[config.mk]
export PLATFORM = sky130hd
export DESIGN_NAME = uart_tx_ctrl_flat
export DESIGN_NICKNAME = d
export VERILOG_FILES = /design/src/rtl/uart_tx_ctrl_if.sv /design/src/rtl/uart_tx_ctrl.sv /design/src/flat_wrapper.sv
export SDC_FILE = /design/constraint.sdc
export NUM_CORES = 1
export LEC_CHECK = 0
export ABC_AREA = 1
export ABC_CLOCK_PERIOD_IN_PS = 1830
export CAP_MARGIN = 20
export CORE_MARGIN = 2
export CORE_UTILIZATION = 50
export DETAILED_ROUTE_END_ITERATION = 10
export PLACE_DENSITY = 0.73
export SYNTH_ARGS = -nofsm -noshare
export SYNTH_HDL_FRONTEND = slang
export SYNTH_SLANG_ARGS = --single-unit
[constraint.sdc]
create_clock -name clk -period 1.83 [get_ports clk]
set_input_delay 0.2745 -clock clk [delete_from_list [all_inputs] [get_ports clk]]
set_output_delay 0.2745 -clock clk [all_outputs]
set_load 0.03 [all_outputs]
[src/rtl/uart_tx_ctrl_if.sv]
// Host-side byte handshake, frame configuration and serial-line observation for the UART transmitter.
interface uart_tx_ctrl_if #(
    parameter int DIV_W  = 10,
    parameter int DATA_W = 8
);
    logic [DIV_W-1:0]  divisor;
    logic              parity_en;
    logic              parity_odd;
    logic              two_stop;
    logic [DATA_W-1:0] tx_data;
    logic              tx_valid;
    logic              tx_ready;
    logic              txd;
    logic              busy;
    logic              tick;

    modport master (
        output divisor, parity_en, parity_odd, two_stop, tx_data, tx_valid,
        input  tx_ready, txd, busy, tick
    );

    modport slave (
        input  divisor, parity_en, parity_odd, two_stop, tx_data, tx_valid,
        output tx_ready, txd, busy, tick
    );
endinterface

[src/rtl/uart_tx_ctrl.sv]
// UART transmit controller: 16x-oversample baud timing plus start/data/parity/stop framing.
// Configuration is captured at accept so the frame in flight is immune to input changes.
module uart_tx_ctrl #(
    parameter int DIV_W  = 10,
    parameter int DATA_W = 8,
    parameter int OVS    = 16
) (
    input  logic          clk,
    input  logic          rst,
    uart_tx_ctrl_if.slave tx_if
);
    localparam int OVS_W = $clog2(OVS);
    localparam int IDX_W = (DATA_W > 1) ? $clog2(DATA_W) : 1;
    localparam logic [OVS_W-1:0] OVS_LAST = OVS_W'(OVS - 1);
    localparam logic [IDX_W-1:0] IDX_LAST = IDX_W'(DATA_W - 1);

    typedef enum logic [2:0] {IDLE, START, DATA, PARITY, STOP} state_e;

    state_e            state_q;
    logic [DIV_W-1:0]  div_q;
    logic [DIV_W-1:0]  cnt_q;
    logic [OVS_W-1:0]  ovs_q;
    logic [IDX_W-1:0]  idx_q;
    logic [DATA_W-1:0] sh_q;
    logic              par_en_q;
    logic              par_bit_q;
    logic              two_stop_q;
    logic              stop2_q;
    logic              txd_q;
    logic              ready_q;
    logic              busy_q;

    logic              baud_tick;
    logic              bit_end;

    assign baud_tick = (state_q != IDLE) && (cnt_q == div_q);
    assign bit_end   = baud_tick && (ovs_q == OVS_LAST);

    assign tx_if.txd      = txd_q;
    assign tx_if.tx_ready = ready_q;
    assign tx_if.busy     = busy_q;
    assign tx_if.tick     = baud_tick;

    always_ff @(posedge clk or posedge rst) begin
        if (rst) begin
            state_q    <= IDLE;
            div_q      <= '0;
            cnt_q      <= '0;
            ovs_q      <= '0;
            idx_q      <= '0;
            sh_q       <= '0;
            par_en_q   <= 1'b0;
            par_bit_q  <= 1'b0;
            two_stop_q <= 1'b0;
            stop2_q    <= 1'b0;
            txd_q      <= 1'b1;
            ready_q    <= 1'b1;
            busy_q     <= 1'b0;
        end else begin
            // Baud and oversample counters only run while a frame is on the line.
            if (state_q == IDLE || baud_tick) begin
                cnt_q <= '0;
            end else begin
                cnt_q <= cnt_q + 1'b1;
            end

            if (state_q == IDLE) begin
                ovs_q <= '0;
            end else if (baud_tick) begin
                ovs_q <= (ovs_q == OVS_LAST) ? '0 : ovs_q + 1'b1;
            end

            case (state_q)
                IDLE: begin
                    if (tx_if.tx_valid && ready_q) begin
                        state_q    <= START;
                        div_q      <= tx_if.divisor;
                        sh_q       <= tx_if.tx_data;
                        par_en_q   <= tx_if.parity_en;
                        par_bit_q  <= (^tx_if.tx_data) ^ tx_if.parity_odd;
                        two_stop_q <= tx_if.two_stop;
                        stop2_q    <= 1'b0;
                        idx_q      <= '0;
                        txd_q      <= 1'b0;
                        ready_q    <= 1'b0;
                        busy_q     <= 1'b1;
                    end
                end
                START: begin
                    if (bit_end) begin
                        state_q <= DATA;
                        txd_q   <= sh_q[0];
                        sh_q    <= sh_q >> 1;
                    end
                end
                DATA: begin
                    if (bit_end) begin
                        if (idx_q == IDX_LAST) begin
                            state_q <= par_en_q ? PARITY : STOP;
                            txd_q   <= par_en_q ? par_bit_q : 1'b1;
                        end else begin
                            idx_q <= idx_q + 1'b1;
                            txd_q <= sh_q[0];
                            sh_q  <= sh_q >> 1;
                        end
                    end
                end
                PARITY: begin
                    if (bit_end) begin
                        state_q <= STOP;
                        txd_q   <= 1'b1;
                    end
                end
                STOP: begin
                    // Second stop bit reuses this state; stop2_q marks that the first has elapsed.
                    if (bit_end) begin
                        if (two_stop_q && !stop2_q) begin
                            stop2_q <= 1'b1;
                        end else begin
                            state_q <= IDLE;
                            txd_q   <= 1'b1;
                            ready_q <= 1'b1;
                            busy_q  <= 1'b0;
                        end
                    end
                end
                default: begin
                    state_q <= IDLE;
                    txd_q   <= 1'b1;
                    ready_q <= 1'b1;
                    busy_q  <= 1'b0;
                end
            endcase
        end
    end
endmodule

[src/flat_wrapper.sv]
// flat-port wrapper written by rule: the top's interface ports become plain ports
module uart_tx_ctrl_flat 
#(
    parameter int DIV_W  = 10,
    parameter int DATA_W = 8,
    parameter int OVS    = 16
)
  (clk, rst, tx_if_divisor, tx_if_parity_en, tx_if_parity_odd, tx_if_two_stop, tx_if_tx_data, tx_if_tx_valid, tx_if_tx_ready, tx_if_txd, tx_if_busy, tx_if_tick);
  uart_tx_ctrl_if #(.DIV_W(DIV_W), .DATA_W(DATA_W)) tx_if_i ();
  input  logic clk;
  input  logic rst;
  input wire logic [$bits(tx_if_i.divisor)-1:0] tx_if_divisor;
  input wire logic [$bits(tx_if_i.parity_en)-1:0] tx_if_parity_en;
  input wire logic [$bits(tx_if_i.parity_odd)-1:0] tx_if_parity_odd;
  input wire logic [$bits(tx_if_i.two_stop)-1:0] tx_if_two_stop;
  input wire logic [$bits(tx_if_i.tx_data)-1:0] tx_if_tx_data;
  input wire logic [$bits(tx_if_i.tx_valid)-1:0] tx_if_tx_valid;
  output wire logic [$bits(tx_if_i.tx_ready)-1:0] tx_if_tx_ready;
  output wire logic [$bits(tx_if_i.txd)-1:0] tx_if_txd;
  output wire logic [$bits(tx_if_i.busy)-1:0] tx_if_busy;
  output wire logic [$bits(tx_if_i.tick)-1:0] tx_if_tick;
  assign tx_if_i.divisor = tx_if_divisor;
  assign tx_if_i.parity_en = tx_if_parity_en;
  assign tx_if_i.parity_odd = tx_if_parity_odd;
  assign tx_if_i.two_stop = tx_if_two_stop;
  assign tx_if_i.tx_data = tx_if_tx_data;
  assign tx_if_i.tx_valid = tx_if_tx_valid;
  assign tx_if_tx_ready = tx_if_i.tx_ready;
  assign tx_if_txd = tx_if_i.txd;
  assign tx_if_busy = tx_if_i.busy;
  assign tx_if_tick = tx_if_i.tick;
  uart_tx_ctrl #(.DIV_W(DIV_W), .DATA_W(DATA_W), .OVS(OVS)) u_core (.clk(clk), .rst(rst), .tx_if(tx_if_i));
endmodule
==> Word level (Yosys, flattened, before mapping) <==
Index checks and enable logic that the tools add are counted.
{ "totals": {"output_inout_bits": 4, "ff_bits": 45, "word_cells": 94} }
{ "op_classes": {"muxes": 39, "bitwise": 2, "eq_ne": 16, "n_reduce_logical": 21, "add_sub_neg": 3} }
{ "ops": {"columns": ["operator", "count"], "rows": [
  ["two-way mux 3 bit", 11],
  ["two-way mux 8 bit", 4],
  ["one-hot mux 8 bit (3 select lines)", 1],
  ["one-hot mux 3 bit (5 select lines)", 1],
  ["two-way mux 1 bit", 13],
  ["two-way mux 4 bit", 3],
  ["!= test 2 x 1 -> 1 bit, second input constant", 6],
  ["AND reduction 4 bit", 3],
  ["adder 10 x 1 -> 10 bit, second input constant", 1],
  ["equality test 10 bit", 1],
  ["two-way mux 10 bit", 1],
  ["parity 8 bit", 1],
  ["AND reduction 7 bit", 1],
  ["equality test 3 x 2 -> 1 bit, second input constant", 2],
  ["equality test 3 bit, second input constant", 2],
  ["!= test 2 bit, second input constant", 3],
  ["one-hot mux 1 bit (3 select lines)", 2],
  ["one-hot mux 3 bit (2 select lines)", 1],
  ["AND reduction 6 bit", 1],
  ["nonzero test 2 bit", 3],
  ["nonzero test 3 bit", 2],
  ["one-hot mux 1 bit (5 select lines)", 1],
  ["AND reduction 5 bit", 1],
  ["adder 4 x 1 -> 4 bit, second input constant", 1],
  ["other kinds (12)", 15]
]} }

==> Longest topological paths before layout <==
{ "logic_depth": {"word_depth": 5, "depth_mapped": 13, "ltp_nobuf": 12} }

==> Worst setup path after synthesis <==
No wires, ideal clock.
{ "synth_path": {"path_type": "register to register", "startpoint": "reg u_core.state_q[2]", "endpoint": "reg u_core.sh_q[7]", "synth_period_minus_slack_ps": 1605, "path_slack_ps": 225, "arrival_time_ps": 1488, "stages_incl_launch_ff": 14, "n_path_buf": 1, "setup_ps": 117, "path_cell_list": "dfrtp_1 -> inv_2 -> nand2_2 -> nor2_4 -> inv_6 -> nand2_8 -> inv_6 -> nand2_4 -> nand2_2 -> inv_2 -> nand3_4 -> buf_6 -> nand2_2 -> o21ai_2"} }
{ "synth_via": {"elab_chain_cells": 5} }
{ "synth_rtl": {"columns": ["element", "line_no", "text"], "rows": [
  ["from (decl)", "uart_tx_ctrl.sv:19", "state_e state_q;"],
  ["from (signal assigned)", "uart_tx_ctrl.sv:99", "state_q <= par_en_q ? PARITY : STOP;"],
  ["nonzero test 3 bit", "uart_tx_ctrl.sv:36", "assign baud_tick = (state_q != IDLE) && (cnt_q == div_q);"],
  ["logical AND 1 bit", "uart_tx_ctrl.sv:36", null],
  ["logical AND 1 bit", "uart_tx_ctrl.sv:37", "assign bit_end = baud_tick && (ovs_q == OVS_LAST);"],
  ["!= test 2 x 1 -> 1 bit (no line)", null, null],
  ["AND reduction 5 bit (no line)", null, null],
  ["to (signal assigned)", "uart_tx_ctrl.sv:78", "sh_q <= tx_if.tx_data;"],
  ["to (signal assigned)", "uart_tx_ctrl.sv:93", "sh_q <= sh_q >> 1;"],
  ["to (signal assigned)", "uart_tx_ctrl.sv:104", "sh_q <= sh_q >> 1;"],
  ["to (decl)", "uart_tx_ctrl.sv:24", "logic [DATA_W-1:0] sh_q;"]
]} }
Parallel ways exist; a longest one is shown, timed or not.
A chain may end at the register's enable or synchronous reset.

==> Final worst setup path <==
{ "layout_path": {"startpoint": "reg u_core.state_q[1]", "endpoint": "out tx_if_tick"} }
{ "layout_via": {"elab_chain_cells": 2} }
{ "layout_rtl": {"columns": ["element", "line_no", "text"], "rows": [
  ["nonzero test 3 bit", "uart_tx_ctrl.sv:36", null],
  ["logical AND 1 bit", "uart_tx_ctrl.sv:36", null],
  ["to (decl)", "flat_wrapper.sv:21", "output wire logic [$bits(tx_if_i.tick)-1:0] tx_if_tick;"]
]} }
Every way passes these cells.

==> impl_metrics.py <==
metrics = {
    "grt": {
        "grtUsageTotal": 0.222,
        "grt_max_degree": 46,
        "grt-ovfl-total": 0,
        "antenna_found_initial": 0,
        "grt_pass1_wl_um": 9400,
        "grt_pass1_vias": 2093,
    },
    "cts": {
        "cts_buffer_depth": 2,
        "cts_buffers": 5,
        "cts_num_sinks": 45,
        "hold_buffers": 0,
        "cts_max_level": 2,
        "clock_latency_ns": 0.30,
        "cts_tree": "yes",
        "clk_pin_slew_worst_paths_ns": 0.08,
        "cts-root-buf": "clkbuf_8",
    },
    "layout": {
        "seqCellArea_sq_um": 1130,
        "num-fill-cells": 391,
        "fin_nets": 400,
        "synthToLayoutAreaGrowth_pct": 29.4,
        "multiInputGateArea_sq_um": 1260,
        "drive_gt1_frac": 0.239,
        "fin_util": 0.681,
        "diodes": 0,
    },
    "sta": {
        "finalHoldViolations": 0,
        "period_share": 0.983,
        "relSlewSlack": 0.790,
        "setup_viol": 0,
        "setup_tns_ns": 0,
        "max_freq_mhz": 556,
        "tightest_slew_ns": 0.315,
        "rsz0062_at_grt": "true",
        "fin_crit_ns": 1.80,
        "worst_slack_ns": 0.0316,
        "slew_violations": 0,
        "skew_ns": 0.00525,
    },
    "pwr": {
        "clock_power_share": 0.172,
        "seqPwrFrac": 0.319,
        "leakagePower_nw": 1.57,
        "vdd_drop_max_mv": 0.845,
        "p_switching_mw": 2.23,
        "switching_share": 0.433,
        "comb_power_share": 0.510,
        "power_density_nw_per_um2": 1580,
        "internal_power_mw": 2.92,
    },
    "placed_design": {
        "dpl.hpwl_um": 3760,
        "port_buffers": 27,
        "pre_cts_ws_ns": 0.00550,
        "gp_congestion": 0.865,
    },
    "drt": {
        "wl_per_cell_um": 12.7,
        "vias": 2169,
        "first_pass_iters": 4,
        "drc": 0,
        "met2_length_um": 2710,
        "routed.top_layer": "met4",
        "viasPerCell": 4.93,
        "wl_met3_um": 172,
        "antenna_left": 0,
        "met1_length_um": 2580,
        "drt_iter0_drc": 166,
        "drt_wl_total_um": 5600,
    },
    "die": {
        "initial_core_util": 0.526,
        "fp.dieArea_sq_um": 5620,
        "pin_count": 28,
        "core_sq_um": 4790,
        "die_w_um": 75.0,
        "die_h_um": 75.0,
        "std_cell_rows": 25,
    },
    "logic_synthesis": {
        "yosys_warnings": 0,
        "syn_inst": 319,
        "synth_cell_type_count": 35,
        "synth_mux_area_frac": 0,
        "seq_area_frac_synth": 0.448,
        "synth-adder-area-share": 0.0199,
        "yosys.area_share.simple": 0.298,
        "synth_compound_area_frac": 0.107,
        "synth_xor_area_frac": 0.0417,
        "ys_ff_latch": 45,
        "synth_top_family_by_area": "simple AND/OR/NAND/NOR gates",
        "syn_area_per_cell_sq_um": 7.89,
        "syn-num-nets": 347,
        "syn_area_sq_um": 2520,
    },
    "critical_path": {
        "crit_arrival_ns": 1.52,
        "crit_fanout": 7,
        "cp-start-kind": "register",
        "end_kind": "output port",
        "path_class": "register to output port",
        "cp.required_ns": 1.56,
    },
    "min_path": {
        "hp-class": "input port to async pin",
    },
    "run_status": {
        "status": "completed",
    },
    "flow_run": {
        "drv_cap": 0,
    },
}
path summary, 6_finish.rpt:
path | slack (ns) | cells past startpoint | end | from
min | 0.32 | 3 | u_core.cnt_q[9] | rst
max reg2reg | 0.09 | 12 | u_core.sh_q[5] | u_core.state_q[2]
max | 0.03 | 7 | tx_if_tick | u_core.state_q[1]
min reg2reg | 0.46 | 2 | u_core.tx_if.txd | u_core.tx_if.txd
max in group asynchronous | 1.24 | 3 | u_core.tx_if.txd | rst
min in group clk | 0.46 | 2 | u_core.tx_if.txd | u_core.tx_if.txd
power groups by stage:
stage / clock network, mW / registers (mW) / logic (mW)
finish: 0.883 / 1.64 / 2.62
global route: 0.932 / 1.68 / 2.96
detailed placement: 0 / 1.65 / 2.28
floorplan: 0 / 1.64 / 1.73
CTS: 0.896 / 1.62 / 2.48
global placement: 0 / 1.63 / 2.22
worst max-delay path: stages (launching register included):
cell     delay, ns
dfrtp_1       0.47
nor2_1        0.18
inv_2         0.09
nor2_4        0.13
inv_4         0.09
nand2_2       0.08
inv_2         0.05
buf_6         0.13
cell usage after synthesis (all sizes together):
cell,n,area (sq um)
dfrtp,43,1080
nor3b,1,7.51
a22o,1,8.76
inv,48,193
and3,2,12.5
xor2,4,35.0
a31oi,1,6.26
nand2,111,450
o22ai,1,6.26
nor2,23,109
nand3,9,57.6
dfstp,2,52.6
nand3b,1,7.51
a21oi,11,58.8
nand4,8,56.3
xnor2,8,70.1
buf,3,21.3
ha,4,50.1
nor3,7,50.1
o21ai,31,189
routing by layer:
metal,up-vias,track usage
li1,1116,-
met1,994,0.311
met2,46,0.345
met3,13,0.0375
met4,0,0.0893
met5,-,0
registers in the layout, summed over array words and instances (netlist names):
signal / flops
u_core.tx_if.tx_ready: 1
u_core.stop2_q: 1
u_core.div_q: 10
u_core.tx_if.txd: 1
u_core.idx_q: 3
u_core.sh_q: 8
u_core.tx_if.busy: 1
u_core.two_stop_q: 1
u_core.par_bit_q: 1
u_core.state_q: 3
u_core.par_en_q: 1
u_core.cnt_q: 10
u_core.ovs_q: 4
through the flow:
stage                     power (mW)  cells  area (sq um)  hold slack (ns)
after global placement          3.86    417          2930            0.452
after floorplan                 3.38    319          2520            0.391
after CTS                       5.00    437          3170            0.333
after detailed placement        3.92    417          2930            0.452
after global routing            5.57    440          3260            0.349
final                           5.14    440          3260            0.321
repair_timing:
item | in CTS | in global routing
setup buffers | 11 | 3
pin swaps | 3 | 5
endpoints found under the setup margin | 9 | 23
resized for setup | 8 | 22
gates cloned | 1 | 0
cells in the final DEF (no fill, tap or decap), types with 3 or more instances in the layout:
master,count
nor2_2,7
nand3_1,7
nor2_1,13
inv_2,14
nand2_1,101
clkbuf_8,5
o21ai_1,4
buf_4,19
clkdlybuf4s50_1,25
dfrtp_1,41
a21oi_1,9
nand2_2,8
nor3_1,4
nor2_4,3
o21ai_2,8
nand4_1,7
inv_1,30
ha_1,4
xnor2_1,8
o21ai_0,18
xor2_1,4
layout make-up:
class / instances / share of cell area
clock buffer: 5 / 0.0211
multi-input combinational: 224 / 0.386
sequential: 45 / 0.347
timing repair buffer: 48 / 0.140
clock inverter: 3 / 0.0200
tap: 67 / 0.0257
inverter: 48 / 0.0592
cell families after synthesis:
family,Yosys count
buffers and inverters,51
and+or+nand+nor,162
DFF,45
AOI/OAI and AO/OA,45
adders and majority gates,4
xor gates and xnor gates,12
No activity file was read; power rests on OpenSTA's default activity.
